$ cat src/rtl/steer_pkg.sv
// steer_pkg: shared channel map, scheduler states and rider-weight defaults
package steer_pkg;
    localparam logic [2:0]  CH_LFT            = 3'd0;
    localparam logic [2:0]  CH_RGHT           = 3'd4;
    localparam logic [2:0]  CH_BATT           = 3'd5;
    localparam logic [12:0] MIN_RIDER_WT_DFLT = 13'h0200;
    localparam logic [12:0] HYST_DFLT         = 13'h0040;
    typedef enum logic [2:0] {IDLE, LFT, RGHT, BATT, UPD} sched_state_t;
endpackage

$ cat src/rtl/load_cell_sched_if.sv
// load_cell_sched_if: A2D conversion handshake between the scheduler and the converter
interface load_cell_sched_if;
    logic        a2d_strt;
    logic [2:0]  a2d_chnl;
    logic        a2d_cnv_cmplt;
    logic [11:0] a2d_res;
    modport master (output a2d_strt, a2d_chnl, input a2d_cnv_cmplt, a2d_res);
    modport slave  (input a2d_strt, a2d_chnl, output a2d_cnv_cmplt, a2d_res);
endinterface

$ cat src/rtl/steer_tmr.sv
// steer_tmr: saturating steering-qualification timer, clr_tmr wins over counting
module steer_tmr #(
    parameter int FULL_CYC = 65_000_000
) (
    input  logic clk,
    input  logic rst,
    input  logic clr_tmr,
    output logic tmr_full
);
    localparam int W = $clog2(FULL_CYC + 1);
    logic [W-1:0] cnt;
    assign tmr_full = cnt == W'(FULL_CYC);
    always_ff @(posedge clk or posedge rst)
        if (rst)
            cnt <= '0;
        else
            cnt <= clr_tmr ? '0 : tmr_full ? cnt : cnt + 1'b1;
endmodule

$ cat src/rtl/load_cell_sched.sv
// load_cell_sched: periodic left/right/battery A2D rounds with hysteretic rider flags
module load_cell_sched
    import steer_pkg::*;
#(
    parameter int          PERIOD_CYC   = 1_048_576,
    parameter int          TMR_FULL_CYC = 65_000_000,
    parameter logic [12:0] MIN_RIDER_WT = MIN_RIDER_WT_DFLT,
    parameter logic [12:0] HYST         = HYST_DFLT
) (
    input  logic              clk,
    input  logic              rst,
    load_cell_sched_if.master a2d,
    input  logic              clr_tmr,
    output logic [11:0]       lft_ld,
    output logic [11:0]       rght_ld,
    output logic [11:0]       batt,
    output logic              sum_gt_min,
    output logic              sum_lt_min,
    output logic              diff_gt_1_4,
    output logic              diff_gt_15_16,
    output logic              tmr_full,
    output logic              rnd_vld
);
    localparam int PW = $clog2(PERIOD_CYC);
    sched_state_t  state, nxt;
    logic [PW-1:0] per_cnt;
    logic          tick, cmplt, strt_nxt, upd_go;
    logic [2:0]    chnl_nxt;
    logic [12:0]   sum;
    logic [11:0]   diff;
    assign tick  = per_cnt == PW'(PERIOD_CYC - 1);
    assign cmplt = a2d.a2d_cnv_cmplt;
    assign sum   = {1'b0, lft_ld} + {1'b0, rght_ld};
    assign diff  = lft_ld >= rght_ld ? lft_ld - rght_ld : rght_ld - lft_ld;
    always_ff @(posedge clk or posedge rst)
        if (rst)
            per_cnt <= '0;
        else
            per_cnt <= tick ? '0 : per_cnt + 1'b1;
    always_ff @(posedge clk or posedge rst)
        if (rst)
            state <= IDLE;
        else
            state <= nxt;
    // a tick outside IDLE is simply not looked at, so late rounds drop it
    always_comb begin
        nxt      = state;
        strt_nxt = 1'b0;
        chnl_nxt = CH_LFT;
        upd_go   = 1'b0;
        case (state)
            IDLE: if (tick) begin
                nxt      = LFT;
                strt_nxt = 1'b1;
            end
            LFT: if (cmplt) begin
                nxt      = RGHT;
                strt_nxt = 1'b1;
                chnl_nxt = CH_RGHT;
            end
            RGHT: if (cmplt) begin
                nxt      = BATT;
                strt_nxt = 1'b1;
                chnl_nxt = CH_BATT;
            end
            BATT: if (cmplt) begin
                nxt    = UPD;
                upd_go = 1'b1;
            end
            default: nxt = IDLE;
        endcase
    end
    // flags and rnd_vld are loaded together so they are coherent during UPD
    always_ff @(posedge clk or posedge rst)
        if (rst) begin
            a2d.a2d_strt  <= 1'b0;
            a2d.a2d_chnl  <= CH_LFT;
            lft_ld        <= '0;
            rght_ld       <= '0;
            batt          <= '0;
            sum_gt_min    <= 1'b0;
            sum_lt_min    <= 1'b1;
            diff_gt_1_4   <= 1'b0;
            diff_gt_15_16 <= 1'b0;
            rnd_vld       <= 1'b0;
        end else begin
            a2d.a2d_strt <= strt_nxt;
            rnd_vld      <= upd_go;
            if (strt_nxt)
                a2d.a2d_chnl <= chnl_nxt;
            if (cmplt && state == LFT)
                lft_ld <= a2d.a2d_res;
            if (cmplt && state == RGHT)
                rght_ld <= a2d.a2d_res;
            if (cmplt && state == BATT)
                batt <= a2d.a2d_res;
            if (upd_go) begin
                sum_gt_min    <= sum > MIN_RIDER_WT + HYST;
                sum_lt_min    <= sum < MIN_RIDER_WT - HYST;
                diff_gt_1_4   <= {1'b0, diff} > (sum >> 2);
                diff_gt_15_16 <= {1'b0, diff} > sum - (sum >> 4);
            end
        end
    steer_tmr #(.FULL_CYC(TMR_FULL_CYC)) u_tmr (
        .clk      (clk),
        .rst      (rst),
        .clr_tmr  (clr_tmr),
        .tmr_full (tmr_full)
    );
endmodule
$ cat src/flat_wrapper.sv
// flat-port wrapper written by rule: the top's interface ports become plain ports
module load_cell_sched_flat import steer_pkg::*;
#(
    parameter int          PERIOD_CYC   = 1_048_576,
    parameter int          TMR_FULL_CYC = 65_000_000,
    parameter logic [12:0] MIN_RIDER_WT = MIN_RIDER_WT_DFLT,
    parameter logic [12:0] HYST         = HYST_DFLT
)
  (clk, rst, clr_tmr, lft_ld, rght_ld, batt, sum_gt_min, sum_lt_min, diff_gt_1_4, diff_gt_15_16, tmr_full, rnd_vld, a2d_a2d_strt, a2d_a2d_chnl, a2d_a2d_cnv_cmplt, a2d_a2d_res);
  load_cell_sched_if a2d_i ();
  input  logic clk;
  input  logic rst;
  input  logic clr_tmr;
  output logic [11:0] lft_ld;
  output logic [11:0] rght_ld;
  output logic [11:0] batt;
  output logic sum_gt_min;
  output logic sum_lt_min;
  output logic diff_gt_1_4;
  output logic diff_gt_15_16;
  output logic tmr_full;
  output logic rnd_vld;
  output wire logic [$bits(a2d_i.a2d_strt)-1:0] a2d_a2d_strt;
  output wire logic [$bits(a2d_i.a2d_chnl)-1:0] a2d_a2d_chnl;
  input wire logic [$bits(a2d_i.a2d_cnv_cmplt)-1:0] a2d_a2d_cnv_cmplt;
  input wire logic [$bits(a2d_i.a2d_res)-1:0] a2d_a2d_res;
  assign a2d_a2d_strt = a2d_i.a2d_strt;
  assign a2d_a2d_chnl = a2d_i.a2d_chnl;
  assign a2d_i.a2d_cnv_cmplt = a2d_a2d_cnv_cmplt;
  assign a2d_i.a2d_res = a2d_a2d_res;
  load_cell_sched #(.PERIOD_CYC(PERIOD_CYC), .TMR_FULL_CYC(TMR_FULL_CYC), .MIN_RIDER_WT(MIN_RIDER_WT), .HYST(HYST)) u_core (.clk(clk), .rst(rst), .a2d(a2d_i), .clr_tmr(clr_tmr), .lft_ld(lft_ld), .rght_ld(rght_ld), .batt(batt), .sum_gt_min(sum_gt_min), .sum_lt_min(sum_lt_min), .diff_gt_1_4(diff_gt_1_4), .diff_gt_15_16(diff_gt_15_16), .tmr_full(tmr_full), .rnd_vld(rnd_vld));
endmodule
$ cat config.mk
export PLATFORM = sky130hd
export DESIGN_NAME = load_cell_sched_flat
export DESIGN_NICKNAME = d
export VERILOG_FILES = /design/src/rtl/steer_pkg.sv /design/src/rtl/load_cell_sched_if.sv /design/src/rtl/steer_tmr.sv /design/src/rtl/load_cell_sched.sv /design/src/flat_wrapper.sv
export SDC_FILE = /design/constraint.sdc
export NUM_CORES = 1
export LEC_CHECK = 0
export ABC_AREA = 1
export BUFFER_PORTS_ARGS = -buffer_cell sky130_fd_sc_hd__buf_2
export CAP_MARGIN = 15
export CORE_MARGIN = 2
export CORE_UTILIZATION = 40
export CTS_CLUSTER_DIAMETER = 60
export DETAILED_ROUTE_END_ITERATION = 6
export GPL_TIMING_DRIVEN = 0
export PLACE_DENSITY = 0.58
export SETUP_SLACK_MARGIN = 0.02
export SYNTH_ARGS = -nofsm -noshare
export SYNTH_HDL_FRONTEND = slang
export SYNTH_HIERARCHICAL = 1
export SYNTH_SLANG_ARGS = --single-unit
$ cat constraint.sdc
create_clock -name clk -period 4.65 [get_ports clk]
set_clock_uncertainty 0.15 [all_clocks]
set_input_delay 0.6975 -clock clk [delete_from_list [all_inputs] [get_ports clk]]
set_output_delay 0.6975 -clock clk [all_outputs]
set_load 0.05 [all_outputs]
==> results list <==
* Mean instance size in the synthesized netlist: 6.80 um^2
- The routed design has 20,400 um of wire.
- TritonCTS built the clock tree.
- Via count of the first global-routing pass: 6,690
- For this run, the number of Yosys warnings is 6.
- In this run, synthesis produced a sequential element count of 93.
- Ys flop type: dfrtp_1
- Transition time at the pin with the least slew margin: 0.814 ns
- In this run the critical register-to-register path is launched from u_core/lft_ld[0].
- Area share of the largest cell type after synthesis: 30.3%
- Worst Setup Path Type: register to register
* Largest net degree at the start of global routing: 68
- 0 antenna diodes ended up in the layout.
- Net count after synthesis: 1,205
* Fraction of layout instances using a drive strength above 1: 12.3%
- The number of hold violations in the final report is 0.
- Final Setup Violations: 0
- The worst setup path is launched from a register.
- For this configuration, the core starts out at a cell density of 40.8%.
- Count of port buffers added during placement: 59
- In the global route stage, overall resource usage came out at 21.1%.
* Via-to-Cell Ratio: 4.97
- Post-synthesis instance area: 7600 um^2
- Dividing the final minimum period by the clock period gives between 90 and 100%.
- Yosys mapped a number of flops with a built-in enable equal to 0.
- The pre-antenna-repair detailed-routing pass consisted of 6 iterations.
- Number of antenna violations at the first check in global routing: 0
- Counting instances in the post-synthesis netlist gives the leading cell types as nand2_1 (330), inv_1 (169), nor2_1 (109).
- Data on the critical path is required at its endpoint by 4.74 ns.
* # clock sinks: 93
* Arrival time at the worst endpoint: 4.33 ns
- Met3 Wirelength: 844 um
- GP Congestion: about 0.92
* Vias after detailed routing: 7,123
- Status: finished clean
- Counting cells, the worst reg-to-reg path comes to 24.
- Detailed Route Iter0 Violations: 525
* Sequential cell area fraction in the yosys report: 30.6%
- The later pin in the worst-skew pair is clocked with a latency of 0.35 ns.
- The cell sitting at the root of the clock tree is a clkbuf_16.
* Setup repair after global routing missed its margin: no
- In this run the remaining antenna-violating nets after routing total 0.
- Ranked by total cell area, the synthesized netlist is headed by dfrtp_1 (30%), nand2_1 (16%), ha_1 (11%).
* Met1 Wirelength: a little over 10,000 um
- Period minus WS final: approximately 4.2 ns
- STA classifies the critical path endpoint as a register.
* Maximum fanout along the worst path: 5
* Number of clock buffers inserted by TritonCTS: 9
- Unique masters post-synth: 50
* Overall die area: just over 20,000 um^2
- After filler insertion, the fill cell instance count of the layout stands at 1,989.
* Wire length of the first global-routing pass: 33,700 um
* Final Max Tran Viols: 0
- After clock tree synthesis, the clock-pin slew on the worst setup and hold paths is 0.08 ns.
- Fin Setup TNS: 0 ns
* Core Footprint: 18,600 um^2
- Hold_ws: roughly 0.18 ns
- Number of H-tree levels: 3
- Width of the chip: 142 um
- Max-cap violations in this run came to 0.
* Synth async-reset ratio: 100%
- Hold buffer count at cts: 0
- P&R area growth vs syn: 13.2%
- Cells fill 46.2% of the core in the end.
- Global routing finished with a remaining overflow of 0.
- Yosys instantiated no cell more often than nand2_1.
- Average routed wire per standard cell: 14.2 um
* Number of design rule violations left after detail routing: 0
- In this run the count of I/O pins placed on the die edge is 62.
- Synthesis produced a netlist whose cell count is 1,118.
- Maximum clock path buffer count: 2
* Slew margin rel.: a little under half
* R2r endpoint: u_core/diff_gt_15_16
- Die height: 142 um
- Based on the critical path, the design can be clocked at up to 0.235 GHz.
- The highest layer touched by signal routing is met4.
* Std-Cell Rows: 50
- Number of nets in the layout: 1,280
- Once detailed placement completed, the half-perimeter wirelength came to between 15,000 and 20,000 um.
* Hold WC Path Type: input pin to async pin
- Across all register-to-register paths, the minimum setup slack is around 0.40 ns.
* Met2 WL: 8760 um
- The synthesized design spends more area on one cell type than any other, namely dfrtp_1.
cell usage in the layout (no fill, tap or decap), drive strengths merged, types with 10 or more instances in the layout:
| cell type | count |
|---|---|
| o21ai | 63 |
| a21oi | 48 |
| nand3 | 88 |
| nand2 | 343 |
| xor2 | 21 |
| inv | 180 |
| xnor2 | 12 |
| nand4 | 18 |
| buf | 77 |
| nor2 | 120 |
| nor3 | 10 |
| dfrtp | 92 |
| clkbuf | 17 |
| ha | 67 |
state kept, by name, indices dropped and copies added (netlist names):
register,flops
u_core/u_tmr/cnt,26
u_core/per_cnt,20
u_core/batt,12
u_core/lft_ld,12
u_core/rght_ld,12
u_core/state,3
u_core/a2d.a2d_chnl,2
u_core/a2d.a2d_strt,1
u_core/diff_gt_15_16,1
u_core/diff_gt_1_4,1
u_core/rnd_vld,1
u_core/sum_gt_min,1
u_core/sum_lt_min,1
cell type report:
| class | instances | area (um^2) | share of cell area (%) |
|---|---|---|---|
| Timing Repair Buffer | 64 | 353 | 4.10 |
| Tap cell | 234 | 293 | 3.40 |
| Buffer | 21 | 143 | 1.66 |
| Sequential cell | 93 | 2330 | 27.1 |
| Inverter | 175 | 667 | 7.75 |
| Multi-Input combinational cell | 829 | 4490 | 52.2 |
| Clock inverter | 7 | 97.6 | 1.13 |
| Clock buffer | 9 | 225 | 2.62 |
kinds of logic (layout without fill, tap and decap cells):
group	count (synthesis)	in the layout	share of synthesized area (%)
AO/OA/AOI/OAI	130	130	9.29
XOR/XNOR	33	33	3.90
adder cells (fa/ha/maj)	71	71	12.1
buffers and inverters	196	276	10.6
flip-flops	93	93	30.6
multiplexers	1	1	0.132
other	1	1	0.0494
AND/OR/NAND/NOR	593	593	33.3
how the worst max path moves through the flow:
stage	start	to	slack, ns
after global routing	u_core/lft_ld[1]	u_core/diff_gt_15_16	0.01
after global placement	u_core/lft_ld[1]	u_core/diff_gt_15_16	0.09
final	u_core/lft_ld[0]	u_core/diff_gt_15_16	0.40
after floorplan	u_core/lft_ld[1]	u_core/diff_gt_15_16	0.39
after CTS	u_core/lft_ld[1]	u_core/diff_gt_15_16	0.05
after detailed placement	u_core/lft_ld[1]	u_core/diff_gt_15_16	0.07
critical path, cell delays in order, from the launching register on:
cell	delay [ns]
dfrtp_2	0.42
ha_1	0.18
inv_1	0.06
fa_2	0.36
inv_2	0.09
nand2_1	0.05
nand2_1	0.11
nand2_1	0.10
xor2_2	0.23
inv_2	0.09
ha_1	0.22
fa_1	0.40
nor2_1	0.14
nand3_1	0.10
nand2_2	0.10
nand3_1	0.11
nand2_2	0.10
a21o_1	0.11
nand2_1	0.06
ha_1	0.31
nand4_1	0.13
o31ai_2	0.29
a21oi_2	0.06
nand3_1	0.11
nand2_1	0.06
stage by stage:
stage	instances	area, um^2	worst slack, ns
after floorplan	1118	7600	0.392
after global placement	1411	8190	0.0919
after detailed placement	1411	8190	0.0651
after CTS	1427	8510	0.0504
after global routing	1432	8600	0.0125
final	1432	8600	0.403
per-layer routing:
metal | vias to the layer above | GRT usage [%]
met4 | 0 | 6.00
li1 | 3687 | -
met5 | - | 0
met3 | 22 | 2.29
met1 | 3263 | 31.0
met2 | 151 | 32.8
timing repair:
item | 4_1_cts | 5_1_grt
buffers inserted | 0 | 4
resized for setup | 0 | 15
setup endpoints to repair | 0 | 1
Power is not shown: default switching activity piles up to over one toggle a cycle in this logic, so the estimate is an artifact.
